`config.mk`:
```
export PLATFORM = sky130hd
export DESIGN_NAME = cache_arbiter
export DESIGN_NICKNAME = d
export VERILOG_FILES = /design/src/rtl/cache_arbiter_pkg.sv /design/src/rtl/cache_arbiter_starve_ctr.sv /design/src/rtl/cache_arbiter.sv
export SDC_FILE = /design/constraint.sdc
export NUM_CORES = 1
export LEC_CHECK = 0
export ABC_AREA = 0
export CORE_AREA = 2 2 294 296
export CTS_BUF_LIST = sky130_fd_sc_hd__clkbuf_4 sky130_fd_sc_hd__clkbuf_8
export DETAILED_ROUTE_END_ITERATION = 10
export DIE_AREA = 0 0 296 298
export HOLD_SLACK_MARGIN = 0.02
export PLACE_DENSITY = 0.46
export SYNTH_ARGS = -nofsm -noshare
export SYNTH_HDL_FRONTEND = slang
export SYNTH_SLANG_ARGS = --single-unit
```
`constraint.sdc`:
```
create_clock -name clk -period 19.2 [get_ports clk]
set_input_delay 4.8 -clock clk [delete_from_list [all_inputs] [get_ports clk]]
set_output_delay 4.8 -clock clk [all_outputs]
set_load 0.005 [all_outputs]
```
`src/rtl/cache_arbiter_pkg.sv`:
```
// Shared LC-3b memory-side types and constants used by the cache arbiter.
package lc3b_types;

    typedef logic [15:0]  lc3b_word;
    typedef logic [127:0] lc3b_datbus;

    typedef enum logic [1:0] {
        IDLE   = 2'd0,
        I_BUSY = 2'd1,
        D_BUSY = 2'd2,
        DONE   = 2'd3
    } arb_state_t;

    localparam int ARB_STARVE_CNT_MAX = 15;
    localparam int ARB_PERF_WIDTH     = 16;

    // Increment that sticks at the starvation ceiling instead of wrapping.
    function automatic logic [3:0] sat_inc4(input logic [3:0] value);
        return (value == 4'(ARB_STARVE_CNT_MAX)) ? value : value + 4'd1;
    endfunction

endpackage

```
`src/rtl/cache_arbiter_starve_ctr.sv`:
```
// Saturating 4-bit count of D grants made while the I-side was kept waiting.
module arb_starve_ctr
    import lc3b_types::*;
#(
    parameter int LIMIT = 4
)(
    input  logic clk,
    input  logic rst,
    input  logic i_inc,
    input  logic i_clr,
    output logic o_ge_limit
);

    logic [3:0] r_cnt;

    always_ff @(posedge clk or posedge rst) begin
        if (rst) begin
            r_cnt <= '0;
        end else if (i_clr) begin
            r_cnt <= '0;
        end else if (i_inc) begin
            r_cnt <= sat_inc4(r_cnt);
        end
    end

    assign o_ge_limit = (r_cnt >= 4'(LIMIT));

endmodule

```
`src/rtl/cache_arbiter.sv`:
```
// Shares one pmem line port between the I-cache and D-cache miss paths; D has priority with an I anti-starvation override.
// Define ARB_PERF_CNT_EN to build the grant/wait performance counters; otherwise the perf outputs are tied to zero.
module cache_arbiter
    import lc3b_types::*;
#(
    parameter int ADDR_WIDTH   = $bits(lc3b_word),
    parameter int LINE_WIDTH   = $bits(lc3b_datbus),
    parameter int STARVE_LIMIT = 4
)(
    input  logic                  clk,
    input  logic                  rst,

    input  logic [ADDR_WIDTH-1:0] icache_pmem_addr,
    input  logic                  icache_pmem_read,
    output logic                  icache_pmem_resp,
    output logic [LINE_WIDTH-1:0] icache_pmem_rdata,

    input  logic [ADDR_WIDTH-1:0] dcache_pmem_addr,
    input  logic                  dcache_pmem_read,
    input  logic                  dcache_pmem_write,
    input  logic [LINE_WIDTH-1:0] dcache_pmem_wdata,
    output logic                  dcache_pmem_resp,
    output logic [LINE_WIDTH-1:0] dcache_pmem_rdata,

    output logic [ADDR_WIDTH-1:0] pmem_addr,
    output logic                  pmem_read,
    output logic                  pmem_write,
    output logic [LINE_WIDTH-1:0] pmem_wdata,
    input  logic                  pmem_resp,
    input  logic [LINE_WIDTH-1:0] pmem_rdata,

    output logic [ARB_PERF_WIDTH-1:0] perf_i_grants,
    output logic [ARB_PERF_WIDTH-1:0] perf_d_grants,
    output logic [ARB_PERF_WIDTH-1:0] perf_i_wait
);

    arb_state_t r_state;
    arb_state_t w_next_state;

    logic w_i_req;
    logic w_d_req;
    logic w_force_i;
    logic w_ge_limit;
    logic w_grant_d;
    logic w_grant_i;
    logic w_busy;

    logic [ADDR_WIDTH-1:0] r_pmem_addr;
    logic [LINE_WIDTH-1:0] r_pmem_wdata;
    logic                  r_pmem_read;
    logic                  r_pmem_write;
    logic                  r_i_resp;
    logic                  r_d_resp;
    logic [LINE_WIDTH-1:0] r_i_rdata;
    logic [LINE_WIDTH-1:0] r_d_rdata;

    assign w_i_req   = icache_pmem_read;
    assign w_d_req   = dcache_pmem_read | dcache_pmem_write;
    assign w_force_i = w_i_req & w_ge_limit;
    assign w_busy    = (r_state == I_BUSY) || (r_state == D_BUSY);

    arb_starve_ctr #(
        .LIMIT (STARVE_LIMIT)
    ) u_starve_ctr (
        .clk        (clk),
        .rst        (rst),
        .i_inc      (w_grant_d & w_i_req),
        .i_clr      (w_grant_i),
        .o_ge_limit (w_ge_limit)
    );

    always_ff @(posedge clk or posedge rst) begin
        if (rst) begin
            r_state <= IDLE;
        end else begin
            r_state <= w_next_state;
        end
    end

    // DONE always returns to IDLE so a request still high during the resp cycle is not re-granted.
    always_comb begin
        w_next_state = r_state;
        w_grant_d    = 1'b0;
        w_grant_i    = 1'b0;
        case (r_state)
            IDLE: begin
                if (w_d_req && !w_force_i) begin
                    w_grant_d    = 1'b1;
                    w_next_state = D_BUSY;
                end else if (w_i_req) begin
                    w_grant_i    = 1'b1;
                    w_next_state = I_BUSY;
                end
            end
            I_BUSY, D_BUSY: begin
                if (pmem_resp) begin
                    w_next_state = DONE;
                end
            end
            DONE: begin
                w_next_state = IDLE;
            end
            default: begin
                w_next_state = IDLE;
            end
        endcase
    end

    // A D request with both read and write asserted is issued as a write.
    always_ff @(posedge clk or posedge rst) begin
        if (rst) begin
            r_pmem_addr  <= '0;
            r_pmem_wdata <= '0;
            r_pmem_read  <= 1'b0;
            r_pmem_write <= 1'b0;
            r_i_resp     <= 1'b0;
            r_d_resp     <= 1'b0;
            r_i_rdata    <= '0;
            r_d_rdata    <= '0;
        end else begin
            r_i_resp <= 1'b0;
            r_d_resp <= 1'b0;
            if (w_grant_d) begin
                r_pmem_addr  <= dcache_pmem_addr;
                r_pmem_wdata <= dcache_pmem_wdata;
                r_pmem_write <= dcache_pmem_write;
                r_pmem_read  <= ~dcache_pmem_write;
            end else if (w_grant_i) begin
                r_pmem_addr  <= icache_pmem_addr;
                r_pmem_read  <= 1'b1;
                r_pmem_write <= 1'b0;
            end else if (w_busy && pmem_resp) begin
                r_pmem_read  <= 1'b0;
                r_pmem_write <= 1'b0;
                if (r_state == I_BUSY) begin
                    r_i_rdata <= pmem_rdata;
                    r_i_resp  <= 1'b1;
                end else begin
                    r_d_rdata <= pmem_rdata;
                    r_d_resp  <= 1'b1;
                end
            end
        end
    end

    assign pmem_addr         = r_pmem_addr;
    assign pmem_wdata        = r_pmem_wdata;
    assign pmem_read         = r_pmem_read;
    assign pmem_write        = r_pmem_write;
    assign icache_pmem_resp  = r_i_resp;
    assign icache_pmem_rdata = r_i_rdata;
    assign dcache_pmem_resp  = r_d_resp;
    assign dcache_pmem_rdata = r_d_rdata;

`ifdef ARB_PERF_CNT_EN
    logic [ARB_PERF_WIDTH-1:0] r_perf_i_grants;
    logic [ARB_PERF_WIDTH-1:0] r_perf_d_grants;
    logic [ARB_PERF_WIDTH-1:0] r_perf_i_wait;
    logic                      w_i_served;

    // The I resp flop is high exactly in the DONE cycle that follows an I transaction.
    assign w_i_served = (r_state == I_BUSY) || r_i_resp;

    always_ff @(posedge clk or posedge rst) begin
        if (rst) begin
            r_perf_i_grants <= '0;
            r_perf_d_grants <= '0;
            r_perf_i_wait   <= '0;
        end else begin
            if (w_grant_i) begin
                r_perf_i_grants <= r_perf_i_grants + 1'b1;
            end
            if (w_grant_d) begin
                r_perf_d_grants <= r_perf_d_grants + 1'b1;
            end
            if (w_i_req && !w_i_served) begin
                r_perf_i_wait <= r_perf_i_wait + 1'b1;
            end
        end
    end

    assign perf_i_grants = r_perf_i_grants;
    assign perf_d_grants = r_perf_d_grants;
    assign perf_i_wait   = r_perf_i_wait;
`else
    assign perf_i_grants = '0;
    assign perf_d_grants = '0;
    assign perf_i_wait   = '0;
`endif

endmodule

```
# [Word-level counts from Yosys, hierarchy flattened]
# Index checks and enable logic that the tools add are counted.
[totals] rom_bits=0 out_inout_bits=452 ff_bits=410 latch_bits=0 mem_bits_rw=0 n_memories=0
[classes] n_addsub=1 multipliers=0 n_lt_le_gt_ge=1 eq_ne=7 mux=27 shift=0 n_bitwise=7 reduce_logical=13 n_div=0
[op_table] operator="$mux W16" count=2
[op_table] operator="$mux W1" count=18
[op_table] operator="$mux W4" count=3
[op_table] operator="$reduce_and A4 Y1" count=2
[op_table] operator="$mux W2" count=3
[op_table] operator="$pmux W2 S3" count=1
[op_table] operator="$add A4 B1 Y4 const B" count=1
[op_table] operator="$eq A2 B2 Y1 const B" count=2
[op_table] operator="$eq A4 B4 Y1 const B" count=1
[op_table] operator="$ge A4 B3 Y1 const B" count=1
[op_table] operator="$not A1 Y1" count=4
[op_table] operator="$reduce_and A2 Y1" count=2
[op_table] operator="$reduce_bool A2 Y1" count=2
[op_table] operator="$ne A3 B3 Y1 const B" count=1
[op_table] operator="$reduce_bool A3 Y1" count=1
[op_table] operator="$and A1 B1 Y1" count=2
[op_table] operator="$eq A2 B1 Y1 const B" count=1
[op_table] operator="$logic_and A1 B1 Y1" count=2
[op_table] operator="$logic_not A2 Y1" count=1
[op_table] operator="$ne A2 B1 Y1 const B" count=1
[op_table] operator="$ne A2 B2 Y1 const B" count=1
[op_table] operator="$reduce_or A2 Y1" count=1
[op_table] operator="$logic_not A1 Y1" count=1
[op_table] operator="$logic_or A1 B1 Y1" count=1
[op_table] operator="$or A1 B1 Y1" count=1

# [Longest topological paths before layout]
# Gate-level depths: netlist (run 1).
[depth] word_depth=9 depth_mapped=9 ltp_nobuf=6

# [Modules after synthesis]
# A second synthesis (run 1) with hierarchy kept.
[unflattened] hier_cells=1003 hier_area_um2=16010.4
[modules_own_cells] module="cache_arbiter" area_per_inst_um2=15771.4 n_inst=1 cells_each=981 seq_area_each_um2=10159.7
[modules_own_cells] module="arb_starve_ctr" area_per_inst_um2=239.0 n_inst=1 cells_each=22 seq_area_each_um2=100.1

# [Least setup slack after synthesis (run 1)]
# Ideal clock, no wire load.
[synth_path] path_kind="input port to flip-flop" from="input icache_pmem_read" to="register r_d_rdata[100], in the netlist dcache_pmem_rdata[100]" setup_slack_ps=12979 path_stages=6 setup_ps=127 required_ps=19073 arrival_time_ps=6094 cell_sequence="o31ai_4 nand3_2 nor2_2 buf_4 buf_6 mux2_1"
[synth_between] elab_chain_len=7 word_cells_on_any_way=11 cone_classes="mux (5); bitwise (3); reduce/logical (3)"
[synth_rtl] item="start, declared" line_no="cache_arbiter.sv:14" source="input logic icache_pmem_read,"
[synth_rtl] item="$and A1 B1 Y1" line_no="cache_arbiter.sv:59" source="assign w_force_i = w_i_req & w_ge_limit;"
[synth_rtl] item="$logic_not A1 Y1" line_no="cache_arbiter.sv:87" source="if (w_d_req && !w_force_i) begin"
[synth_rtl] item="$logic_and A1 B1 Y1" line_no="cache_arbiter.sv:87"
[synth_rtl] item="$mux W1" line_no="cache_arbiter.sv:87"
[synth_rtl] item="$mux W1" line_no="cache_arbiter.sv:85" source="case (r_state)"
[synth_rtl] item="$not A1 Y1 (no source line)"
[synth_rtl] item="$reduce_and A4 Y1 (no source line) *"
[synth_rtl] item="end signal, assigned" line_no="cache_arbiter.sv:139" source="r_d_rdata <= pmem_rdata;"
[synth_rtl] item="end, declared" line_no="cache_arbiter.sv:55" source="logic [LINE_WIDTH-1:0] r_d_rdata;"
# Every way passes the cells marked *; elsewhere a longest branch is shown, timed or not.
# A chain may end at the register's enable or synchronous reset.

# [Worst setup path in the final report (run 1)]
[layout_path] from="input icache_pmem_read" to="register r_i_rdata[27], in the netlist icache_pmem_rdata[27]"
[layout_between] elab_chain_len=7 word_cells_on_any_way=11 cone_classes="mux (5); bitwise (3); reduce/logical (3)"
[layout_rtl] item="$and A1 B1 Y1" line_no="cache_arbiter.sv:59"
[layout_rtl] item="$logic_not A1 Y1" line_no="cache_arbiter.sv:87"
[layout_rtl] item="$logic_and A1 B1 Y1" line_no="cache_arbiter.sv:87"
[layout_rtl] item="$mux W1" line_no="cache_arbiter.sv:87"
[layout_rtl] item="$mux W1" line_no="cache_arbiter.sv:85"
[layout_rtl] item="$not A1 Y1 (no source line)"
[layout_rtl] item="$reduce_and A4 Y1 (no source line) *"
[layout_rtl] item="end signal, assigned" line_no="cache_arbiter.sv:136" source="r_i_rdata <= pmem_rdata;"
[layout_rtl] item="end, declared" line_no="cache_arbiter.sv:54" source="logic [LINE_WIDTH-1:0] r_i_rdata;"
# Marks and branches as above.

==> results.json, run 1 <==
{
  "ctsResizeCount": 0,
  "yosysWarnings": 0,
  "synth_compound_area_share_pct": 1.73,
  "totalWireLength_mm": 52.3,
  "drv_slew": 0,
  "crit_fanout": 58,
  "fp.dieW_um": 296,
  "slew_headroom_pct": 23.1,
  "critPathMaxStageDelay_ps": 860,
  "die_h_um": 298,
  "synth_top_family_by_area": "multiplexers",
  "ioPinCount": 746,
  "dr.pass1.iters": 5,
  "crit_slowest_cell": "o31ai_4",
  "synth.mux.area_fraction_pct": 27.3,
  "port_buffers": 697,
  "power.switching_mw": 1.24,
  "outcome": "complete, no violations",
  "gp_congestion": 0.726,
  "worstPathArrival_ps": 9140,
  "ys.flop_type": "dfrtp_1",
  "min_path_type": "flop to flop",
  "switching_share_pct": 29.2,
  "crit_type": "input pin to flop",
  "drive_gt1_share_pct": 18.4,
  "grt_overflow_total": 0,
  "clk_pin_slew_ps": 60,
  "htreeDepth": 3,
  "cts_buffers": 81,
  "vdd.ir_drop.worst_uv": 77.2,
  "grt_pass1_wl_mm": 76.4,
  "layout_common_cells": "clkdlybuf4s50_1 (697), dfrtp_1 (410), mux2_1 (218)",
  "internal_power_mw": 3.02,
  "ant_nets": 0,
  "drtIter0Drc": 362,
  "gr-usage-all-layers_pct": 11.4,
  "synth_area_per_cell_um2": 16.5,
  "wire_per_inst_um": 17.9,
  "nets": 2003,
  "synthSimpleGateAreaFrac_pct": 0.622,
  "yosysSeqAreaShare_pct": 64.5,
  "leakage_nw": 10.6,
  "period_needed_ps": 8620,
  "rows": 107,
  "multi_input_area_um2": 4940,
  "clockBufferDepth": 3,
  "synth_edf_count": 0,
  "final-seq-area_um2": 10300,
  "post_cts_buffers": 0,
  "async_reset_ff_share_pct": 100,
  "grt_setup_unrepaired": "no",
  "crit_required_ps": 19720,
  "vias_per_cell": 3.71,
  "whs_path_depth": 1,
  "cts_tree": "built",
  "num_vias": 10800,
  "worst_pin_slew_ps": 1150,
  "synth_xor_xnor_area_share_pct": 0,
  "final_common_cell": "clkdlybuf4s50_1",
  "synthAdderAreaFrac_pct": 0.236,
  "setup_viol": 0,
  "crit_chain": "clkdlybuf4s50_1, o31ai_4, nand3_2, nor2_4, buf_4, buf_4, mux2_1",
  "finalClockSkew_ps": 31.0,
  "netlist_area_um2": 15900,
  "setup_tns_ps": 0,
  "syn-instance-count": 965,
  "endpoint_kind": "flop",
  "cts_root_buffer": "clkbuf_8",
  "timing.final.crit_share_pct": 44.9,
  "power.share.clock_pct": 22.4,
  "powerDensity_nw_per_um2": 167,
  "first_global_vias": 11900,
  "rr_worst_depth": 8,
  "drc": 0,
  "dieArea_um2": 88200,
  "initial_core_util_pct": 18.7,
  "cts_hold_buf": 0,
  "final-hold-violation-count": 0,
  "fmax_mhz": 116,
  "coreArea_um2": 84900,
  "synth_cell_types": 34,
  "final_util_pct": 30.1,
  "seqPwrFrac_pct": 36.0,
  "dpl.hpwl_mm": 38.3,
  "power_frac_comb_pct": 41.6,
  "crit_top_cell": "buf_4",
  "cts_sinks": 410,
  "antenna_found_initial": 6,
  "fillerInstances": 8642,
  "drv_cap": 0,
  "area_growth_pct": 60.6,
  "grt_max_degree": 140,
  "startpoint_type": "input pin",
  "insertion_delay_ps": 660,
  "ys_ff_latch": 410
}
==> power by group through the flow <==
stage / registers, mW / logic (mW) / clock network [mW]
floorplan: 1.55 / 0.671 / 0
global placement: 1.54 / 1.80 / 0
detailed placement: 1.55 / 1.82 / 0
CTS: 1.54 / 1.82 / 1.00
global route: 1.59 / 1.91 / 1.04
finish: 1.53 / 1.78 / 0.955
==> metrics by stage <==
stage	instance area, um2	total power [mW]	worst slack [ps]	std cells	hold WS, ps
finish	25500	4.26	10580	2911	480
global route	25500	4.55	10360	2910	499
CTS	25500	4.37	10550	2907	487
detailed placement	23800	3.37	9800	2767	474
global placement	23800	3.34	9890	2767	466
floorplan	16100	2.22	2990	1012	480
==> layer usage <==
metal | wire [um] | GRT usage [%] | vias up
li1 | - | - | 4813
met3 | 5850 | 5.21 | 96
met2 | 26200 | 19.9 | 542
met5 | 23 | 0 | -
met4 | 1440 | 4.32 | 4
met1 | 18700 | 12.0 | 5341
==> cell type report <==
class	instances	share of cell area (%)
tap	1144	5.60
clock inverter	20	0.935
clock buffer	120	5.93
inverter	21	0.338
timing repair buffer	707	27.7
sequential	410	40.2
antenna	4	0.0392
multi-input combinational	485	19.3
==> cell usage after synthesis, types with 3 or more instances <==
| master | n | area share, % |
|---|---|---|
| mux2_1 | 218 | 15 |
| inv_1 | 21 | 0.50 |
| a222oi_1 | 16 | 1.0 |
| buf_2 | 9 | 0.28 |
| nand2_1 | 4 | 0.094 |
| nor2_1 | 5 | 0.12 |
| buf_6 | 33 | 2.3 |
| ha_1 | 3 | 0.24 |
| buf_4 | 52 | 2.5 |
| dfrtp_1 | 410 | 65 |
| a31oi_1 | 3 | 0.12 |
| mux2_2 | 166 | 12 |
==> registers in the layout, indices dropped and copies added, names as in the netlist, 2 cells and up <==
signal and count:
pmem_addr 16, dcache_pmem_rdata 128, icache_pmem_rdata 128, u_starve_ctr.r_cnt 4, r_state 2, pmem_wdata 128
==> worst max-delay path, delay by kind of cell <==
| kind | cells | cell delay, ps |
|---|---|---|
| compound gates | 1 | 860 |
| buf+inv | 3 | 2040 |
| mux | 1 | 380 |
| simple gates | 2 | 830 |
==> kinds of logic after synthesis <==
group           after synthesis
other cells                   1
fa+ha+maj                     3
compound gates               30
simple gates                 19
flops                       410
mux                         385
buf+inv                     117
==> path summary, 6_finish.rpt <==
kind                                                      to  slack (ps)                              start
max reg2reg                icache_pmem_rdata[27]$_DFFE_PP0P_       15090             r_state[0]$_DFFE_PP0P_
max in group asynchronous  icache_pmem_rdata[71]$_DFFE_PP0P_       12360                                rst
min in group asynchronous         pmem_wdata[87]$_DFFE_PP0P_        4620                                rst
min reg2reg                icache_pmem_rdata[17]$_DFFE_PP0P_         480  icache_pmem_rdata[17]$_DFFE_PP0P_
min                        icache_pmem_rdata[17]$_DFFE_PP0P_         480  icache_pmem_rdata[17]$_DFFE_PP0P_
max                        icache_pmem_rdata[27]$_DFFE_PP0P_       10580                   icache_pmem_read
(Power assumes the default switching activity.)
==> run 2: changes to the inputs <==
Settings changed: CORE_AREA 2 2 294 296 to 2 2 287 289, DIE_AREA 0 0 296 298 to 0 0 289 291, PLACE_DENSITY 0.46 to 0.49.
Clock period 19.2 ns to 7.3 ns, I/O delays scaled along.
==> results.json, run 2 (synthesized netlist as in run 1, its figures left out) <==
{
  "outcome": "complete, no violations",
  "leakage_nw": 10.6,
  "ioPinCount": 746,
  "grt_pass1_wl_mm": 73.7,
  "drive_gt1_share_pct": 18.5,
  "placed_cells": 2702,
  "critical_path.top_delay_family": "buffers and inverters",
  "area_growth_pct": 60.0,
  "min_path_type": "flop to flop",
  "ant_nets": 0,
  "drv_cap": 0,
  "htreeDepth": 3,
  "seqPwrFrac_pct": 36.5,
  "finalClockSkew_ps": 26.3,
  "coreArea_um2": 81200,
  "rr_worst_depth": 8,
  "fmax_mhz": 235,
  "cts_root_buffer": "clkbuf_8",
  "setup_viol": 0,
  "final_cell_count_no_fill": 2840,
  "num_vias": 10800,
  "switching_share_pct": 29.0,
  "cts_hold_buf": 0,
  "crit_fanout": 27,
  "power_frac_comb_pct": 42.5,
  "insertion_delay_ps": 650,
  "final_common_cell": "clkdlybuf4s50_1",
  "grt_setup_unrepaired": "no",
  "post_cts_buffers": 0,
  "power.switching_mw": 3.20,
  "fp.dieW_um": 289,
  "r2r_slack_ps": 4200,
  "hold_end": "icache_pmem_rdata[56]$_DFFE_PP0P_",
  "clockBufferDepth": 3,
  "post-route-cell-area_um2": 25400,
  "internal_power_mw": 7.83,
  "hp-start": "icache_pmem_rdata[56]$_DFFE_PP0P_",
  "worstPathArrival_ps": 4780,
  "rows": 105,
  "layout_common_cells": "clkdlybuf4s50_1 (697), dfrtp_1 (410), mux2_1 (218)",
  "port_buffers": 697,
  "slew_headroom_pct": 34.4,
  "vdd.ir_drop.worst_uv": 215,
  "worstSetupStartpoint": "icache_pmem_read",
  "dp_slack_ps": 2270,
  "postPlaceCellArea_um2": 23800,
  "dpl.hpwl_mm": 36.7,
  "crit_type": "input pin to flop",
  "startpoint_type": "input pin",
  "powerDensity_nw_per_um2": 433,
  "r2r_start": "r_state[0]$_DFFE_PP0P_",
  "whs_ps": 478,
  "crit_chain": "clkdlybuf4s50_1, o31ai_4, buf_4, nand3_2, nor2_4, buf_4, mux2_2",
  "cp_num_buf_inv": 3,
  "total_power_mw": 11.0,
  "crit_required_ps": 7820,
  "gp_congestion": 0.769,
  "drtIter0Drc": 312,
  "drv_slew": 0,
  "final-hold-violation-count": 0,
  "cts_tree": "built",
  "crit_top_cell": "buf_4",
  "fillerInstances": 8145,
  "cts_buffers": 79,
  "grt_overflow_total": 0,
  "ctsResizeCount": 0,
  "initial_core_util_pct": 19.6,
  "wire_per_inst_um": 17.5,
  "dieArea_um2": 84100,
  "dr.pass1.iters": 8,
  "power.share.clock_pct": 21.0,
  "worstReg2RegEnd": "icache_pmem_rdata[117]$_DFFE_PP0P_",
  "cts_sinks": 410,
  "vias_per_cell": 3.81,
  "grt_max_degree": 145,
  "timing.final.crit_share_pct": 58.4,
  "drc": 0,
  "gr-usage-all-layers_pct": 11.4,
  "period_needed_ps": 4260,
  "totalWireLength_mm": 49.7,
  "endpoint_kind": "flop",
  "nets": 2010,
  "setup_ws_ps": 3040,
  "antenna_found_initial": 5,
  "worst_pin_slew_ps": 982,
  "die_h_um": 291,
  "critPathMaxStageDelay_ps": 760,
  "crit_slowest_cell": "nor2_4",
  "clk_pin_slew_ps": 50,
  "whs_path_depth": 1,
  "first_global_vias": 11800
}
[run 2: cell types whose count changed in the layout (fill, tap and decap cells not counted), sizes merged]
| cell | before | now |
|---|---|---|
| buf | 10 | 19 |
| bufinv | 4 | 0 |
| clkbuf | 120 | 123 |
| clkinv | 10 | 6 |
| diode | 4 | 5 |
| inv | 25 | 23 |
[run 2: power by group through the flow]
stage          Sequential [mW]  Combinational, mW  Clock (mW)
2_1_floorplan             4.09               1.77           0
3_3_place_gp              4.03               4.74           0
3_5_place_dp              4.07               4.79           0
4_1_cts                   4.05               4.80        2.43
5_1_grt                   4.18               5.04        2.55
6_report                  4.03               4.68        2.31
[run 2: area by class of cell]
class | count | area, um2 | area share (%)
multi-input combinational | 485 | 4940 | 19.4
tap | 1070 | 1340 | 5.26
inverter | 21 | 82.6 | 0.324
timing repair buffer | 716 | 7220 | 28.4
sequential | 410 | 10300 | 40.3
clock inverter | 10 | 77.6 | 0.305
antenna | 5 | 12.5 | 0.0492
clock buffer | 123 | 1520 | 5.96
[run 2: metrics by stage]
stage	setup TNS (ps)	utilization, %
after CTS	0	31.3
after floorplan	-20760	-
final	0	31.3
after global routing	0	31.3
after global placement	0	29.4
after detailed placement	0	29.4
[run 2: worst max-delay path by stage]
stage / to / slack, ps / cells past startpoint
2_1_floorplan: dcache_pmem_rdata[0]$_DFFE_PP0P_ / -50 / 1
3_3_place_gp: icache_pmem_rdata[112]$_DFFE_PP0P_ / 2350 / 7
3_5_place_dp: icache_pmem_rdata[67]$_DFFE_PP0P_ / 2270 / 7
4_1_cts: icache_pmem_rdata[114]$_DFFE_PP0P_ / 3020 / 7
5_1_grt: icache_pmem_rdata[100]$_DFFE_PP0P_ / 2930 / 7
6_report: icache_pmem_rdata[117]$_DFFE_PP0P_ / 3040 / 7
[run 2: metal layers]
| layer | routed length, um | global-route usage (%) | vias up | part of all wire, % |
|---|---|---|---|---|
| met5 | 0 | 0 | - | 0 |
| met3 | 5850 | 5.63 | 93 | 12 |
| met4 | 1300 | 4.04 | 0 | 2.6 |
| li1 | - | - | 4815 | - |
| met1 | 17600 | 11.8 | 5385 | 35 |
| met2 | 24900 | 19.9 | 534 | 50 |
[run 2: worst reg2reg max path: stages (launching register included)]
cell and delay, ps:
dfrtp_1 380, inv_1 60, ha_1 320, o31ai_4 90, buf_4 290, nand3_2 170
nor2_4 760, buf_4 520, mux2_2 400
==> run 3: changes to the inputs <==
Clock period 7.3 ns to 3.46 ns, I/O delays scaled along.
==> results.json, run 3 (synthesized netlist as in run 1, its figures left out) <==
{
  "outcome": "complete, no violations",
  "dr.max_layer_used": "met4",
  "critPathMaxStageDelay_ps": 570,
  "dr_wl_met3_mm": 5.34,
  "fillerInstances": 8096,
  "drtIter0Drc": 326,
  "crit_required_ps": 2590,
  "gp_congestion": 0.769,
  "cp_num_buf_inv": 1,
  "setup_viol": 0,
  "cts_hold_buf": 0,
  "rows": 105,
  "grt_pass1_wl_mm": 75.1,
  "setup_tns_ps": 0,
  "num_vias": 10800,
  "cts_root_buffer": "clkbuf_8",
  "area_growth_pct": 61.7,
  "drv_slew": 0,
  "clockBufferDepth": 3,
  "final_common_cell": "clkdlybuf4s50_1",
  "die_h_um": 291,
  "m1WireLength_mm": 18.2,
  "endpoint_kind": "output port",
  "ioPinCount": 746,
  "cts_sinks": 410,
  "worstPathArrival_ps": 1610,
  "crit_chain": "clkdlybuf4s50_1",
  "initial_core_util_pct": 19.6,
  "startpoint_type": "flop",
  "slew_headroom_pct": 61.7,
  "htreeDepth": 3,
  "dieArea_um2": 84100,
  "cts_tree": "built",
  "worst_pin_slew_ps": 573,
  "min_path_type": "flop to flop",
  "wire_per_inst_um": 17.7,
  "insertion_delay_ps": 630,
  "first_global_vias": 12100,
  "port_buffers": 697,
  "layout_common_cells": "clkdlybuf4s50_1 (697), dfrtp_1 (410), mux2_1 (218)",
  "vdd.ir_drop.worst_uv": 431,
  "wl_met2_mm": 25.7,
  "grt_overflow_total": 0,
  "fmax_mhz": 405,
  "crit_type": "flop to output port",
  "ctsResizeCount": 0,
  "coreArea_um2": 81200,
  "total_power_mw": 23.4,
  "finalClockSkew_ps": 35.8,
  "dr.pass1.iters": 6,
  "whs_ps": 482,
  "antenna_found_initial": 2,
  "timing.final.crit_share_pct": 71.4,
  "crit_slowest_cell": "clkdlybuf4s50_1",
  "placed_cells": 2732,
  "post_cts_buffers": 0,
  "vias_per_cell": 3.79,
  "nets": 2037,
  "critical_path.top_delay_family": "buffers and inverters",
  "final_cell_count_no_fill": 2862,
  "drv_cap": 0,
  "gr-usage-all-layers_pct": 11.7,
  "cts_buffers": 76,
  "clk_pin_slew_ps": 50,
  "period_needed_ps": 2470,
  "fp.dieW_um": 289,
  "drc": 0,
  "dpl.hpwl_mm": 38.3,
  "final-hold-violation-count": 0,
  "ant_nets": 0,
  "powerDensity_nw_per_um2": 910,
  "crit_fanout": 2,
  "grt_max_degree": 73,
  "totalWireLength_mm": 50.7,
  "leakage_nw": 10.7,
  "grt_setup_unrepaired": "no",
  "drive_gt1_share_pct": 19.6
}
run 3: final cells by class:
cell class | instances | area (um2) | share of cell area (%)
inverters | 21 | 82.6 | 0.321
clock buffers | 117 | 1450 | 5.63
flip-flops and latches | 410 | 10300 | 39.9
well taps | 1070 | 1340 | 5.21
repair buffers | 746 | 7520 | 29.3
multi-input cells | 485 | 4940 | 19.2
diodes | 2 | 5.00 | 0.0195
clock inverters | 11 | 114 | 0.443
run 3: path summary, 6_finish.rpt:
check                                                    from                            endpoint  slack, ps  cells after the start
setup / recovery                  pmem_wdata[127]$_DFFE_PP0P_                     pmem_wdata[127]        990                      1
hold / removal             dcache_pmem_rdata[127]$_DFFE_PP0P_  dcache_pmem_rdata[127]$_DFFE_PP0P_        480                      1
setup reg to reg                       r_state[1]$_DFFE_PP0P_          pmem_wdata[25]$_DFFE_PP0P_       1190                      5
hold reg to reg            dcache_pmem_rdata[127]$_DFFE_PP0P_  dcache_pmem_rdata[127]$_DFFE_PP0P_        480                      1
max in group asynchronous                                 rst          pmem_wdata[90]$_DFFE_PP0P_       1880                      3
min in group asynchronous                                 rst   icache_pmem_rdata[11]$_DFFE_PP0P_        670                      2
run 3: where the power goes:
group | internal [mW] | switching, mW | leakage (nW)
Combinational | 6.63 | 3.42 | 4.99
Clock | 2.74 | 2.09 | 0.835
Sequential | 7.25 | 1.26 | 4.91
run 3: per-stage QoR:
step                      instance area (um2)  setup WS [ps]  util, %
after floorplan                         16100          -2930        -
after CTS                               25700            867     31.7
after global placement                  24100            381     29.7
after detailed placement                24100            366     29.7
after global routing                    25700            865     31.7
final                                   25700            990     31.7
run 3: routing by layer:
metal / GRT usage, % / vias up
met5: 0 / -
li1: - / 4877
met3: 4.97 / 86
met4: 4.39 / 0
met1: 12.2 / 5370
met2: 20.6 / 510
